==> src/rtl/core_types_pkg.sv <==
// Shared core types: memory-port arbiter FSM encodings and side-select constants.
package core_types;

  typedef enum logic [2:0] {
    ARB_IDLE   = 3'd0,
    ARB_BUSY_I = 3'd1,
    ARB_BUSY_D = 3'd2,
    ARB_DONE_I = 3'd3,
    ARB_DONE_D = 3'd4
  } arb_state_t;

  localparam logic ARB_SEL_I = 1'b0;
  localparam logic ARB_SEL_D = 1'b1;

endpackage

==> src/rtl/bus_timeout_counter.sv <==
// Counts non-acknowledged bus cycles; expired stays high once TIMEOUT cycles have elapsed.
module bus_timeout_counter #(
  parameter int TIMEOUT = 255
) (
  input  logic clk,
  input  logic rst,
  input  logic clear,
  input  logic enable,
  output logic expired
);

  generate
    if (TIMEOUT == 0) begin : g_disabled
      assign expired = 1'b0;
    end else begin : g_count
      localparam int CW = $clog2(TIMEOUT + 1);
      logic [CW-1:0] cnt;

      // Saturates at TIMEOUT so expired cannot wrap back low.
      always_ff @(posedge clk) begin
        if (rst || clear) cnt <= '0;
        else if (enable && (cnt != CW'(TIMEOUT))) cnt <= cnt + CW'(1);
      end

      assign expired = (cnt == CW'(TIMEOUT));
    end
  endgenerate

endmodule

==> src/rtl/mem_port_arbiter.sv <==
// Shares one external memory port between instruction fetch and data access.
// Data side wins conflicts; killed fetches complete on the bus but produce no strobe.
module mem_port_arbiter
  import core_types::*;
#(
  parameter int ADDR_W  = 32,
  parameter int DATA_W  = 32,
  parameter int TIMEOUT = 255
) (
  input  logic                clk,
  input  logic                rst,
  input  logic                i_req,
  input  logic [ADDR_W-1:0]   i_addr,
  input  logic                i_kill,
  output logic                i_valid,
  output logic                i_err,
  output logic [DATA_W-1:0]   i_rdata,
  input  logic                d_req,
  input  logic                d_we,
  input  logic [ADDR_W-1:0]   d_addr,
  input  logic [DATA_W-1:0]   d_wdata,
  input  logic [DATA_W/8-1:0] d_mask,
  output logic                d_valid,
  output logic                d_err,
  output logic [DATA_W-1:0]   d_rdata,
  output logic                bus_req,
  output logic                bus_we,
  output logic [ADDR_W-1:0]   bus_addr,
  output logic [DATA_W-1:0]   bus_wdata,
  output logic [DATA_W/8-1:0] bus_mask,
  input  logic                bus_ack,
  input  logic [DATA_W-1:0]   bus_rdata,
  output arb_state_t          state
);

  // Handshake: a request is held stable until its side sees valid/err (or kill
  // for fetch); bus_req is held until a one-cycle bus_ack, or until timeout.

  localparam int MASK_W = DATA_W / 8;

  arb_state_t state_q, state_d;
  logic accept_i, accept_d, busy, sel, expired;
  logic kill_q, err_q;
  logic              bus_we_q;
  logic [ADDR_W-1:0] bus_addr_q;
  logic [DATA_W-1:0] bus_wdata_q, i_rdata_q, d_rdata_q;
  logic [MASK_W-1:0] bus_mask_q;

  assign busy  = (state_q == ARB_BUSY_I) || (state_q == ARB_BUSY_D);
  assign sel   = (state_q == ARB_BUSY_D) ? ARB_SEL_D : ARB_SEL_I;
  assign state = state_q;

  bus_timeout_counter #(.TIMEOUT(TIMEOUT)) u_timeout (
    .clk     (clk),
    .rst     (rst),
    .clear   (!busy),
    .enable  (busy && !bus_ack),
    .expired (expired)
  );

  always_ff @(posedge clk) begin
    if (rst) state_q <= ARB_IDLE;
    else     state_q <= state_d;
  end

  always_comb begin
    state_d  = state_q;
    accept_i = 1'b0;
    accept_d = 1'b0;
    case (state_q)
      ARB_IDLE: begin
        if (d_req) begin
          state_d  = ARB_BUSY_D;
          accept_d = 1'b1;
        end else if (i_req && !i_kill) begin
          state_d  = ARB_BUSY_I;
          accept_i = 1'b1;
        end
      end
      ARB_BUSY_I: if (bus_ack || expired) state_d = ARB_DONE_I;
      ARB_BUSY_D: if (bus_ack || expired) state_d = ARB_DONE_D;
      default:    state_d = ARB_IDLE;
    endcase
  end

  always_ff @(posedge clk) begin
    if (rst) begin
      bus_we_q    <= 1'b0;
      bus_addr_q  <= '0;
      bus_wdata_q <= '0;
      bus_mask_q  <= '0;
      i_rdata_q   <= '0;
      d_rdata_q   <= '0;
      kill_q      <= 1'b0;
      err_q       <= 1'b0;
    end else begin
      if (accept_d) begin
        bus_we_q    <= d_we;
        bus_addr_q  <= d_addr;
        bus_wdata_q <= d_wdata;
        bus_mask_q  <= d_mask;
      end else if (accept_i) begin
        bus_we_q    <= 1'b0;
        bus_addr_q  <= i_addr;
        bus_wdata_q <= '0;
        bus_mask_q  <= '1;
      end
      // Ack wins over a timeout expiring in the same cycle.
      if (busy && (bus_ack || expired)) begin
        err_q <= !bus_ack;
        if (sel == ARB_SEL_D) d_rdata_q <= bus_ack ? bus_rdata : '0;
        else                  i_rdata_q <= bus_ack ? bus_rdata : '0;
      end
      if (state_q == ARB_DONE_I)                   kill_q <= 1'b0;
      else if ((state_q == ARB_BUSY_I) && i_kill) kill_q <= 1'b1;
    end
  end

  assign bus_req   = busy && !expired;
  assign bus_we    = bus_we_q;
  assign bus_addr  = bus_addr_q;
  assign bus_wdata = bus_wdata_q;
  assign bus_mask  = bus_mask_q;
  assign i_rdata   = i_rdata_q;
  assign d_rdata   = d_rdata_q;

  assign i_valid = (state_q == ARB_DONE_I) && !kill_q && !i_kill && !err_q;
  assign i_err   = (state_q == ARB_DONE_I) && !kill_q && !i_kill && err_q;
  assign d_valid = (state_q == ARB_DONE_D) && !err_q;
  assign d_err   = (state_q == ARB_DONE_D) && err_q;

endmodule

==> config.mk <==
export PLATFORM = sky130hd
export DESIGN_NAME = mem_port_arbiter
export DESIGN_NICKNAME = d
export VERILOG_FILES = /design/src/rtl/core_types_pkg.sv /design/src/rtl/bus_timeout_counter.sv /design/src/rtl/mem_port_arbiter.sv
export SDC_FILE = /design/constraint.sdc
export NUM_CORES = 1
export LEC_CHECK = 0
export CAP_MARGIN = 20
export CELL_PAD_IN_SITES_DETAIL_PLACEMENT = 0
export CELL_PAD_IN_SITES_GLOBAL_PLACEMENT = 1
export CORE_ASPECT_RATIO = 0.5
export CORE_UTILIZATION = 28
export DETAILED_ROUTE_END_ITERATION = 8
export GPL_TIMING_DRIVEN = 0
export MAX_ROUTING_LAYER = met4
export PLACE_DENSITY_LB_ADDON = 0.1
export SYNTH_ARGS = -nofsm -noshare
export SYNTH_HDL_FRONTEND = slang
export SYNTH_SLANG_ARGS = --single-unit
==> constraint.sdc <==
create_clock -name clk -period 1.9 [get_ports clk]
set_input_delay 0.285 -clock clk [delete_from_list [all_inputs] [get_ports clk]]
set_output_delay 0.285 -clock clk [all_outputs]
set_load 0.03 [all_outputs]
; ---- After elaboration in Yosys (flattened, before gate mapping)
; Index checks and enable logic that the tools add are counted.
[totals]
ff_bits = 146
elab_cells = 68
output_inout_bits = 141
in_bits = 139
[classes]
eq_ne = 9
mux = 20
add_sub_neg = 1
n_bitwise = 1
reduce_logical = 27
[op_table]
columns = operator, n
row1 = two-way mux 32 bit, 5
row2 = logical AND 1 bit, 12
row3 = two-way mux 3 bit, 4
row4 = one-hot mux 3 bit (3 select lines), 1
row5 = adder 8 x 1 -> 8 bit (second input constant), 1
row6 = == test 8 bit (second input constant), 1
row7 = two-way mux 1 bit, 8
row8 = two-way mux 4 bit, 2
row9 = inequality test 8 bit (second input constant), 1
row10 = == test 3 x 2 -> 1 bit (second input constant), 2
row11 = zero test 1 bit, 6
row12 = inequality test 2 x 1 -> 1 bit (second input constant), 2
row13 = AND reduction 2 bit, 2
row14 = == test 3 x 1 -> 1 bit (second input constant), 1
row15 = == test 3 bit (second input constant), 1
row16 = zero test 3 bit, 1
row17 = logical OR 1 bit, 3
row18 = inequality test 3 bit (second input constant), 1
row19 = AND reduction 3 bit, 1
row20 = nonzero test 2 bit, 1
row21 = OR reduction 2 bit, 1
row22 = NOT 1 bit, 1

; ---- Logic depth before layout (Yosys ltp)
[logic_depth]
depth_word = 7
depth_mapped = 7
ltp_nobuf = 5

; ---- Hierarchy
; From an unflattened synthesis, not the netlist that was laid out.
[hier_totals]
hier_cells = 571
area_unflattened_um2 = 5806.8
[by_module_without_submodules]
columns = module, cells_per_inst, n_inst, seq_area_each_um2, area_per_inst_um2
row1 = mem_port_arbiter, 522, 1, 2762.6, 5381.4
row2 = bus_timeout_counter, 49, 1, 160.2, 425.4

; ---- Least setup slack after synthesis
; OpenSTA, ideal clock, no wires.
[synth_path]
path_kind = register to output
start = register state_q[0] (netlist: state[0])
end = output i_err
n_path_buf = 1
path_stages_with_launch = 5
required_time_ns = 1.615
arrival_ns = 1.982
setup_slack_ns = -0.367
cell_sequence = dfxtp_1 buf_6 nor2b_1 nand2_1 nor4b_1
[synth_via]
elab_chain_len = 4
[synth_rtl]
columns = item, line_no
row1 = start: declaration, mem_port_arbiter.sv:41  ; arb_state_t state_q, state_d;
row2 = start signal: assignment, mem_port_arbiter.sv:63  ; else state_q <= state_d;
row3 = == test 3 x 2 -> 1 bit, mem_port_arbiter.sv:128  ; assign i_err = (state_q == ARB_DONE_I) && !kill_q && !i_kill && err_q;
row4 = logical AND 1 bit (3 in a row), mem_port_arbiter.sv:128
row5 = end: declaration, mem_port_arbiter.sv:16  ; output logic i_err,
; Every way passes these cells.

; ---- Final worst setup path
; Same ends and word-level chain as after synthesis.

==> impl_metrics.yaml <==
synth:
  synth_cell_types: 43
  synth.ff_latch_count: 146
  seq_area_frac_synth_pct: 55.3
  synth_area_leaders: "dfxtp_1, a32o_1, o221ai_1"
  yosys.cell_count.top_type: "dfxtp_1"
  synth_edf_count: 0
  synth_flop_cell: "dfxtp_1"
  ys_warn_count: 0
  synth_top_area_share_pct: 55.3
  syn_area_um2: 5280
  syn_inst: 509
  syn-num-nets: 649
  synthArstFlopShare_pct: 0
  yosys-top-cells-count: "dfxtp_1, a32o_1, nor2_1"
  synth_top_area_cell: "dfxtp_1"
  synth.avg_cell_area_um2: 10.4
die:
  start_util_pct: 28.7
  chipHeight_um: 99.1
  rows: 35
  die_w_um: 196
  boundaryPins: 280
  core_area_um2: 18400
  fp.dieArea_um2: 19500
timing:
  worst_pin_slew_ns: 0.586
  whs_ns: 0.432
  post-route-period-util_pct: 96.1
  fin_crit_ns: 1.83
  grt_setup_unrepaired: "true"
  setup_viol: 0
  final.setup.worst_slack_ns: 0.0738
  finalHoldViolations: 0
  fmax_ghz: 0.548
  slew_viol_final: 0
  slew_headroom_pct: 60.9
  skew_ns: 0.00791
routing:
  drc: 0
  postRouteAntennaNets: 0
  drt_first_pass_iters: 5
  num_vias: 5343
  wl_mm: 18.8
  drtIter0Drc: 188
  wl_per_cell_um: 17.2
  via_per_inst: 4.88
power:
  peakVddDrop_uv: 605
  intPower_w: 0.00643
  pwr-share-comb_pct: 23.0
  leakagePower_nw: 3.30
  clkPwrFrac_pct: 39.8
  pwr-share-seq_pct: 37.2
  cellPowerDensity_nw_per_um2: 981
  p_sw_share_pct: 29.3
  power_switching_w: 0.00267
worst_setup_path:
  crit_buf_inv: 2
  cp_data_required_time_ns: 1.62
  worstPathMaxFanout: 9
  r2r_start: "state[0]"
  r2r-end: "u_timeout.g_count.cnt[4]"
  cpLargestDelayFamily: "simple AND/OR/NAND/NOR gates"
  max_stage_delay_ns: 0.34
  arrival_ns: 1.54
  critPathKind: "register to primary output"
  start_kind: "register"
  endpoint: "i_err"
  crit_chain: "buf_8, nor2b_4, nand2_2, nor4b_2, buf_4"
  slowest_stage: "dfxtp_2"
  rrSetupSlack_ns: 0.08
  crit_start: "state[0]"
  end_kind: "primary output"
  critical_path_cell_count: 5
  reg2reg_depth: 7
clock_network:
  insertion_delay_ns: 0.42
  path_clk_slew_ns: 0.06
  tritoncts: "yes"
  ctsHoldBuffers: 0
  cts-root-buf: "clkbuf_16"
  max-clock-path-buffers: 2
  clock_sinks: 146
  ctsHtreeMaxLevel: 4
  cts_buffers: 17
cells_and_area:
  layout-area-overhead-vs-synth_pct: 75.6
  layoutNonFillerInstCount: 1095
  drive_gt1_share_pct: 12.4
  nets: 963
  final_core_util_pct: 50.3
  insertedDiodeCount: 0
global_routing:
  grt_max_degree: 17
  grt_overflow: 0
  grt_first_pass_wirelength_mm: 28.7
  grt_pass1_vias: 5141
  antenna_found_initial: 0
  grt_use_total_pct: 19.6
min_path:
  min_path_type: "input pin to register"
run_status:
  status: "finished clean"
place:
  io_buffers: 278
  placed_cells_incl_taps: 1046
  gp_congestion: 0.727
  post-dp-hpwl_mm: 13.4
  dp_slack_ns: -0.325
run:
  cap_violations: 0
## area by class of cell
cell class                      instances  area [um2]
Multi-Input combinational cell        306        2180
Timing Repair Buffer                  295        2910
Clock inverter                         14         201
Inverter                                4        15.0
Clock buffer                           18         429
Tap cell                              259         324
Sequential cell                       146        2930
Buffer                                 53         284
Fill cell                            1738        9160
## worst min-delay path: stages
cell and delay [ns]:
clkbuf_1 0.19, nand2b_1 0.20, mux2i_1 0.13
## per-layer routing
| layer | up-vias | wire, um | GRT usage [%] |
|---|---|---|---|
| met5 | - | 0 | - |
| met4 | 0 | 176 | 4.99 |
| met3 | 19 | 1400 | 7.02 |
| met2 | 169 | 8420 | 29.7 |
| met1 | 2563 | 8850 | 24.9 |
| li1 | 2592 | - | - |
## cells in the final DEF (no fill, tap or decap), types with 3 or more instances in the layout
cell type,count
nor3_1,6
buf_6,7
inv_6,5
nor2_1,44
o221ai_1,32
clkdlybuf4s50_1,273
buf_2,12
dfxtp_2,4
bufinv_16,4
or3_1,3
dfxtp_1,142
buf_4,24
a22oi_1,33
clkbuf_2,6
a21oi_1,39
a32o_1,64
nand2_1,37
clkbuf_16,17
or4_1,3
inv_1,4
clkbuf_1,24
## worst min path at each step
stage                 startpoint            to  slack (ns)  cells after the start
floorplan                bus_ack         err_q        0.38                      1
global placement    bus_addr[18]  bus_addr[18]        0.44                      2
detailed placement   bus_addr[8]   bus_addr[8]        0.44                      2
CTS                          rst      state[1]        0.43                      3
global route                 rst      state[1]        0.46                      3
finish                       rst      state[1]        0.43                      3
## kinds of logic (layout without fill, tap and decap cells)
family | count (synthesis) | count (layout) | share of synthesized area (%)
adder cells (fa/ha/maj) | 1 | 1 | 0.237
multiplexers | 2 | 2 | 0.379
AO/OA/AOI/OAI | 184 | 184 | 28.1
buffers and inverters | 57 | 384 | 5.31
flip-flops | 146 | 146 | 55.3
AND/OR/NAND/NOR | 116 | 116 | 10.2
XOR/XNOR | 3 | 3 | 0.497
## sequential cells by signal, indices dropped and copies added (netlist names)
signal and count:
bus_addr 32, bus_wdata 32, d_rdata 32, i_rdata 32
u_timeout.g_count.cnt 8, bus_mask 4, state 3, bus_we 1
err_q 1, kill_q 1
## repair_timing
action                                  in CTS  in global routing
endpoints found under the hold margin        0                  0
resized for setup                           36                 40
setup buffers                               13                  5
endpoints found under the setup margin     127                127
pin swaps                                    3                  6
## metrics by stage
step | TNS (ns) | cell area (um2) | total power, W
5_1_grt | -0.0754 | 9280 | 0.00951
6_report | 0 | 9280 | 0.00910
4_1_cts | -0.0893 | 9170 | 0.00918
2_1_floorplan | 0 | 5300 | 0.00452
3_3_place_gp | -28.36 | 8410 | 0.00549
3_5_place_dp | -28.99 | 8410 | 0.00550
## power groups by stage
stage          sequential (W)  combinational (W)  clock, W
6_report              0.00338            0.00209   0.00362
5_1_grt               0.00341            0.00224   0.00387
4_1_cts               0.00338            0.00208   0.00372
3_5_place_dp          0.00345            0.00205         0
3_3_place_gp          0.00344            0.00205         0
2_1_floorplan         0.00385           0.000669         0
Note: power is estimated with default switching activity, not from simulation.
